## src/rtl/gf_pkg.sv

```systemverilog
// Shared definitions for the guided-filter stages: FSM encoding, frame
// defaults, the fixed-point fraction width of `a`, and signed saturation.
package gf_pkg;

  typedef enum logic [1:0] {
    ST_IDLE  = 2'd0,
    ST_RUN   = 2'd1,
    ST_DRAIN = 2'd2,
    ST_DONE  = 2'd3
  } gf_state_e;

  localparam int GF_IMG_W   = 300;
  localparam int GF_IMG_H   = 210;
  localparam int GF_A_SHIFT = 7;

  // Working width for saturation; wide enough for a full 2*DW+1 difference.
  localparam int GF_SAT_IW  = 64;

  function automatic logic signed [GF_SAT_IW-1:0] sat_signed(
    input logic signed [GF_SAT_IW-1:0] x,
    input int unsigned                 dw
  );
    logic signed [GF_SAT_IW-1:0] hi;
    logic signed [GF_SAT_IW-1:0] lo;
    hi = $signed((GF_SAT_IW'(1) << (dw - 1)) - GF_SAT_IW'(1));
    lo = ~hi;
    if (x > hi)      return hi;
    else if (x < lo) return lo;
    return x;
  endfunction

endpackage

```

## src/rtl/gf_mulsub_pipe.sv

```systemverilog
// Read-latency alignment plus the two-stage b = mean_p - ((a*mean_I) >> A_SHIFT)
// datapath with saturation, carrying a valid bit and address per word.
module gf_mulsub_pipe
  import gf_pkg::*;
#(
  parameter int DW      = 24,
  parameter int AW      = 16,
  parameter int A_SHIFT = GF_A_SHIFT,
  parameter int RD_LAT  = 1
) (
  input  logic          clk_i,
  input  logic          rst_i,
  input  logic          vld_i,
  input  logic [AW-1:0] addr_i,
  input  logic [DW-1:0] data_a_i,
  input  logic [DW-1:0] mean_i_i,
  input  logic [DW-1:0] mean_p_i,
  output logic          pending_o,
  output logic          wren_o,
  output logic [AW-1:0] wr_addr_o,
  output logic [DW-1:0] data_b_o
);

  logic [RD_LAT-1:0] rd_vld_q, rd_vld_d;
  logic [AW-1:0]     rd_addr_q [RD_LAT];
  logic [AW-1:0]     rd_addr_d [RD_LAT];

  logic              p1_vld_q,  p1_vld_d;
  logic [2*DW-1:0]   prod_q,    prod_d;
  logic [DW-1:0]     meanp_q,   meanp_d;
  logic [AW-1:0]     p1_addr_q, p1_addr_d;

  logic              wren_q,    wren_d;
  logic [AW-1:0]     wr_addr_q, wr_addr_d;
  logic [DW-1:0]     data_b_q,  data_b_d;

  logic [2*DW-1:0]       shifted;
  logic signed [2*DW:0]  diff;
  logic signed [GF_SAT_IW-1:0] sat_in;

  always_comb begin
    rd_vld_d[0]  = vld_i;
    rd_addr_d[0] = addr_i;
    for (int unsigned i = 1; i < RD_LAT; i++) begin
      rd_vld_d[i]  = rd_vld_q[i-1];
      rd_addr_d[i] = rd_addr_q[i-1];
    end
  end

  always_comb begin
    p1_vld_d  = rd_vld_q[RD_LAT-1];
    prod_d    = prod_q;
    meanp_d   = meanp_q;
    p1_addr_d = p1_addr_q;
    if (rd_vld_q[RD_LAT-1]) begin
      prod_d    = (2*DW)'(data_a_i) * (2*DW)'(mean_i_i);
      meanp_d   = mean_p_i;
      p1_addr_d = rd_addr_q[RD_LAT-1];
    end
  end

  // The subtraction is kept at full product width so that a huge shifted
  // product clamps to the negative limit instead of wrapping.
  always_comb begin
    shifted   = prod_q >> A_SHIFT;
    diff      = $signed({1'b0, {DW{1'b0}}, meanp_q}) - $signed({1'b0, shifted});
    sat_in    = {{(GF_SAT_IW-2*DW-1){diff[2*DW]}}, diff};
    wren_d    = p1_vld_q;
    wr_addr_d = wr_addr_q;
    data_b_d  = data_b_q;
    if (p1_vld_q) begin
      wr_addr_d = p1_addr_q;
      data_b_d  = DW'(sat_signed(sat_in, DW));
    end
  end

  always_ff @(posedge clk_i) begin
    if (rst_i) begin
      rd_vld_q <= '0;
      for (int unsigned i = 0; i < RD_LAT; i++) rd_addr_q[i] <= '0;
      p1_vld_q  <= 1'b0;
      prod_q    <= '0;
      meanp_q   <= '0;
      p1_addr_q <= '0;
      wren_q    <= 1'b0;
      wr_addr_q <= '0;
      data_b_q  <= '0;
    end else begin
      rd_vld_q <= rd_vld_d;
      for (int unsigned i = 0; i < RD_LAT; i++) rd_addr_q[i] <= rd_addr_d[i];
      p1_vld_q  <= p1_vld_d;
      prod_q    <= prod_d;
      meanp_q   <= meanp_d;
      p1_addr_q <= p1_addr_d;
      wren_q    <= wren_d;
      wr_addr_q <= wr_addr_d;
      data_b_q  <= data_b_d;
    end
  end

  // The final stage is excluded so DONE lands the cycle after the last write.
  assign pending_o = (|rd_vld_q) | p1_vld_q;
  assign wren_o    = wren_q;
  assign wr_addr_o = wr_addr_q;
  assign data_b_o  = data_b_q;

endmodule

```

## src/rtl/calcu_b.sv

```systemverilog
// Guided-filter b stage: sequences one read address per cycle over the frame
// and hands the words to the multiply/subtract pipeline that writes b.
module calcu_b
  import gf_pkg::*;
#(
  parameter int IMG_W   = GF_IMG_W,
  parameter int IMG_H   = GF_IMG_H,
  parameter int DW      = 24,
  parameter int AW      = 16,
  parameter int A_SHIFT = GF_A_SHIFT,
  parameter int RD_LAT  = 1
) (
  input  logic          iCLK,
  input  logic          iRST,
  input  logic          ena,
  output logic          done,
  output logic          busy,
  output logic [AW-1:0] oRdAddr,
  input  logic [DW-1:0] iDataA,
  input  logic [DW-1:0] iMeanI,
  input  logic [DW-1:0] iMeanP,
  output logic          oWren,
  output logic [AW-1:0] oWrAddr,
  output logic [DW-1:0] oDataB
);

  localparam logic [AW-1:0] LAST_ADDR = AW'(IMG_W * IMG_H - 1);

  gf_state_e     state_q, state_d;
  logic [AW-1:0] cnt_q,   cnt_d;
  logic          issue;
  logic          pending;

  always_comb begin
    state_d = state_q;
    cnt_d   = cnt_q;
    unique case (state_q)
      ST_IDLE: begin
        if (ena) begin
          state_d = ST_RUN;
          cnt_d   = '0;
        end
      end
      ST_RUN: begin
        if (cnt_q == LAST_ADDR) state_d = ST_DRAIN;
        else                    cnt_d   = cnt_q + AW'(1);
      end
      ST_DRAIN: begin
        if (!pending) state_d = ST_DONE;
      end
      ST_DONE:  state_d = ST_IDLE;
      default:  state_d = ST_IDLE;
    endcase
  end

  always_ff @(posedge iCLK) begin
    if (iRST) begin
      state_q <= ST_IDLE;
      cnt_q   <= '0;
    end else begin
      state_q <= state_d;
      cnt_q   <= cnt_d;
    end
  end

  assign issue   = (state_q == ST_RUN);
  assign oRdAddr = issue ? cnt_q : '0;
  assign busy    = (state_q != ST_IDLE);
  assign done    = (state_q == ST_DONE);

  gf_mulsub_pipe #(
    .DW      (DW),
    .AW      (AW),
    .A_SHIFT (A_SHIFT),
    .RD_LAT  (RD_LAT)
  ) u_pipe (
    .clk_i     (iCLK),
    .rst_i     (iRST),
    .vld_i     (issue),
    .addr_i    (cnt_q),
    .data_a_i  (iDataA),
    .mean_i_i  (iMeanI),
    .mean_p_i  (iMeanP),
    .pending_o (pending),
    .wren_o    (oWren),
    .wr_addr_o (oWrAddr),
    .data_b_o  (oDataB)
  );

endmodule

```

## config.mk

```make
export PLATFORM = sky130hd
export DESIGN_NAME = calcu_b
export DESIGN_NICKNAME = d
export VERILOG_FILES = /design/src/rtl/gf_pkg.sv /design/src/rtl/gf_mulsub_pipe.sv /design/src/rtl/calcu_b.sv
export SDC_FILE = /design/constraint.sdc
export NUM_CORES = 2
export LEC_CHECK = 0
export CAP_MARGIN = 40
export CORE_UTILIZATION = 53
export CTS_CLUSTER_SIZE = 20
export DETAILED_ROUTE_END_ITERATION = 8
export HOLD_SLACK_MARGIN = 0.05
export PLACE_DENSITY = 0.71
export SYNTH_ARGS = -nofsm -noshare
export SYNTH_HDL_FRONTEND = slang
export SYNTH_SLANG_ARGS = --single-unit
```

## constraint.sdc

```tcl
create_clock -name iCLK -period 16.7 [get_ports iCLK]
set_input_delay 3.34 -clock iCLK [delete_from_list [all_inputs] [get_ports iCLK]]
set_output_delay 3.34 -clock iCLK [all_outputs]
set_load 0.005 [all_outputs]
```

==> summary.md <==
| Metric | Value |
|---|---|
| Dpl cells | ~3600 |
| Worst path bufs/invs | 7 |
| CTS H-tree depth | 4 |
| Vias per cell | approximately 5.5 |
| Slew Limit Headroom | around a third |
| Final hold viol count | 0 |
| Tightest Pin Transition | ~1000 ps |
| Critical path data required time | 17050 ps |
| Crit path capture type | register |
| Placer congestion estimate | approximately 0.9 |
| Largest net degree at the start of global routing | 68 |
| Pins Over Slew Limit | 0 |
| Synth top area share | around 37% |
| Final Non-Filler Cells | about 3600 |
| Run status | complete, no violations |
| Crit path arrival time | approximately 12000 ps |
| Post-synth EDFFs | 0 |
| Worst skew pair latency | 450 ps |
| Initial antenna violation count | 1 |
| CTS max path bufs | 2 |
| Die area | about 50000 µm² |
| Clk sink count | around 160 |
| #FFs+latches synth | around 160 |
| # IOs | 134 |
| Post-CTS Setup Bufs | 0 |
| Core ar. | roughly 48000 µm² |
| WL/cell | 18.2 µm |
| CTS tree | built |
| CTS Hold Bufs | 0 |
| TritonRoute pass-1 iters | 5 |
| Critical path class | input port to register |
| Crit path setup slack, layout | about 5500 ps |
| Max incr delay on CP | ~900 ps |
| Area delta synth->final | 10.2% |
| Shortest period the worst path allows | 11160 ps |
| Synth Flop Type | dfxtp_1 |
| Final global-route overflow total | 0 |
| CP top delay family | adder cells |
| Leading area contributor after synthesis | fa_1 |
| Die Wd | 223 µm |
| Layout Skew | between 10 and 15 ps |
| Dpl hpwl | slightly above 50 mm |
| Routed Antenna Nets | 0 |
| Nets | between 3000 and 4000 |
| Synthesized area per cell | 8.93 µm² |
| Top cells by area, synth | fa_1, dfxtp_1, ha_1 |
| RSZ-0062 raised after global routing | no |
| Crit Path Max Fanout | 24 |
| Worst Setup Start Kind | input port |
| Final setup fails | 0 |
| Post-Synthesis Cell Area | between 20000 and 30000 µm² |
| CTS Root Buffer Type | clkbuf_16 |
| Row cnt | 80 |
| Count leader, synth | inv_1 |
| First-pass GRT wire length | 108 mm |
| Antenna cells | 0 |
| Highest-delay cell along the critical path | clkdlybuf4s50_1 |
| WL final | around 65 mm |
| IO buf count | 133 |
| CTS Buf Count | 17 |
| Synth warn | 0 |
| HP Class | register to register |
| Most common library cells after synthesis | inv_1, fa_1, nand2_1, and2_1, ha_1 |
| Total GRT Usage | between 20% and 30% |
| Die Y | 223 µm |
| Number of global-route vias before repair | roughly 21000 |
| Final worst path period share | 66.8% |
| Setup TNS | 0 ps |
| Synth Net Count | roughly 3700 |
| Initial Util | between 50% and 60% |
| Max-cap violations | 0 |
| Layout cell share with drive strength beyond 1 | 3.33% |
| Initial DRC count | ~1200 |
| Asr flop ratio synth | 0% |
| Pre-CTS setup slack | approximately 5100 ps |
| Cts repair resizes | 0 |
| Clock transition at path regs | 70 ps |
| Routed vias | 19712 |
| Distinct cell type count after synthesis | 73 |
| Seq/Total Area, Yosys | between 10 and 15% |
| Most numerous cell on the critical path | fa_1 |
| Achievable Freq | between 80 and 90 MHz |
| Cells after Synth | about 2900 |
| Drt drc | 0 |
## logic make-up after synthesis
| logic type | Yosys count | synth area share [%] |
|---|---|---|
| compound gates | 232 | 6.31 |
| xor+xnor | 80 | 2.71 |
| fa+ha+maj | 682 | 46.9 |
| buf+inv | 738 | 10.8 |
| flops | 158 | 12.2 |
| mux | 90 | 3.49 |
| simple gates | 918 | 17.5 |
## area by class of cell
| type | count | area, µm² |
|---|---|---|
| multi-input cells | 2002 | 19900 |
| fillers | 4193 | 19400 |
| flip-flops and latches | 158 | 3170 |
| inverters | 598 | 2240 |
| repair buffers | 180 | 1810 |
| well taps | 615 | 769 |
| clock buffers | 17 | 425 |
| clock inverters | 15 | 170 |
## registers in the layout (all words and copies together), names as in the netlist, 2 cells and up
register / count
u_pipe.p1_addr_q: 16
u_pipe.rd_addr_q: 16
u_pipe.data_b_o: 24
state_q: 2
u_pipe.prod_q: 41
cnt_q: 16
u_pipe.wr_addr_o: 16
u_pipe.meanp_q: 24
## worst min-delay path, stage by stage (launching register included)
cell     delay [ps]
dfxtp_1         310
mux2i_1          60
nor2_1           70
## worst paths after layout
check                                    start                          endpoint  slack, ps  depth (start not counted)
max                                  iMeanI[6]    u_pipe.prod_q[40]$_SDFFE_PP0P_       5540                         25
min          u_pipe.rd_addr_q[0][9]$_SDFF_PP0_  u_pipe.p1_addr_q[9]$_SDFFE_PP0P_        470                          2
max reg2reg     u_pipe.prod_q[30]$_SDFFE_PP0P_  u_pipe.data_b_o[12]$_SDFFE_PP0P_      12820                         10
min reg2reg  u_pipe.rd_addr_q[0][9]$_SDFF_PP0_  u_pipe.p1_addr_q[9]$_SDFFE_PP0P_        470                          2
## metrics by stage
step	hold slack (ps)	util (%)	area, µm²
after floorplan	440	-	25900
after global placement	448	57.7	27700
after detailed placement	455	58.2	27900
after CTS	474	59.4	28500
after global routing	492	59.5	28500
final	470	59.5	28500
## routing by layer
| metal | vias up | part of all wire, % | track usage, % |
|---|---|---|---|
| met1 | 10003 | 39 | 33.1 |
| li1 | 8932 | - | - |
| met5 | - | 0.018 | 0 |
| met2 | 611 | 52 | 49.4 |
| met4 | 2 | 4.1 | 11.6 |
| met3 | 164 | 4.6 | 3.23 |
## cell usage in the layout, fill, tap and decap left out, types with 33 or more instances in the layout
| cell | count |
|---|---|
| clkdlybuf4s50_1 | 132 |
| fa_1 | 482 |
| nand2_1 | 341 |
| and2_1 | 305 |
| ha_1 | 200 |
| a21oi_1 | 70 |
| nor2_1 | 147 |
| dfxtp_1 | 156 |
| inv_1 | 598 |
| mux2i_1 | 88 |
| o21ai_0 | 34 |
| buf_4 | 33 |
| xnor2_1 | 46 |
| xor2_1 | 34 |
Power is not shown: default switching activity piles up to over one toggle a cycle in this logic, so the estimate is an artifact.
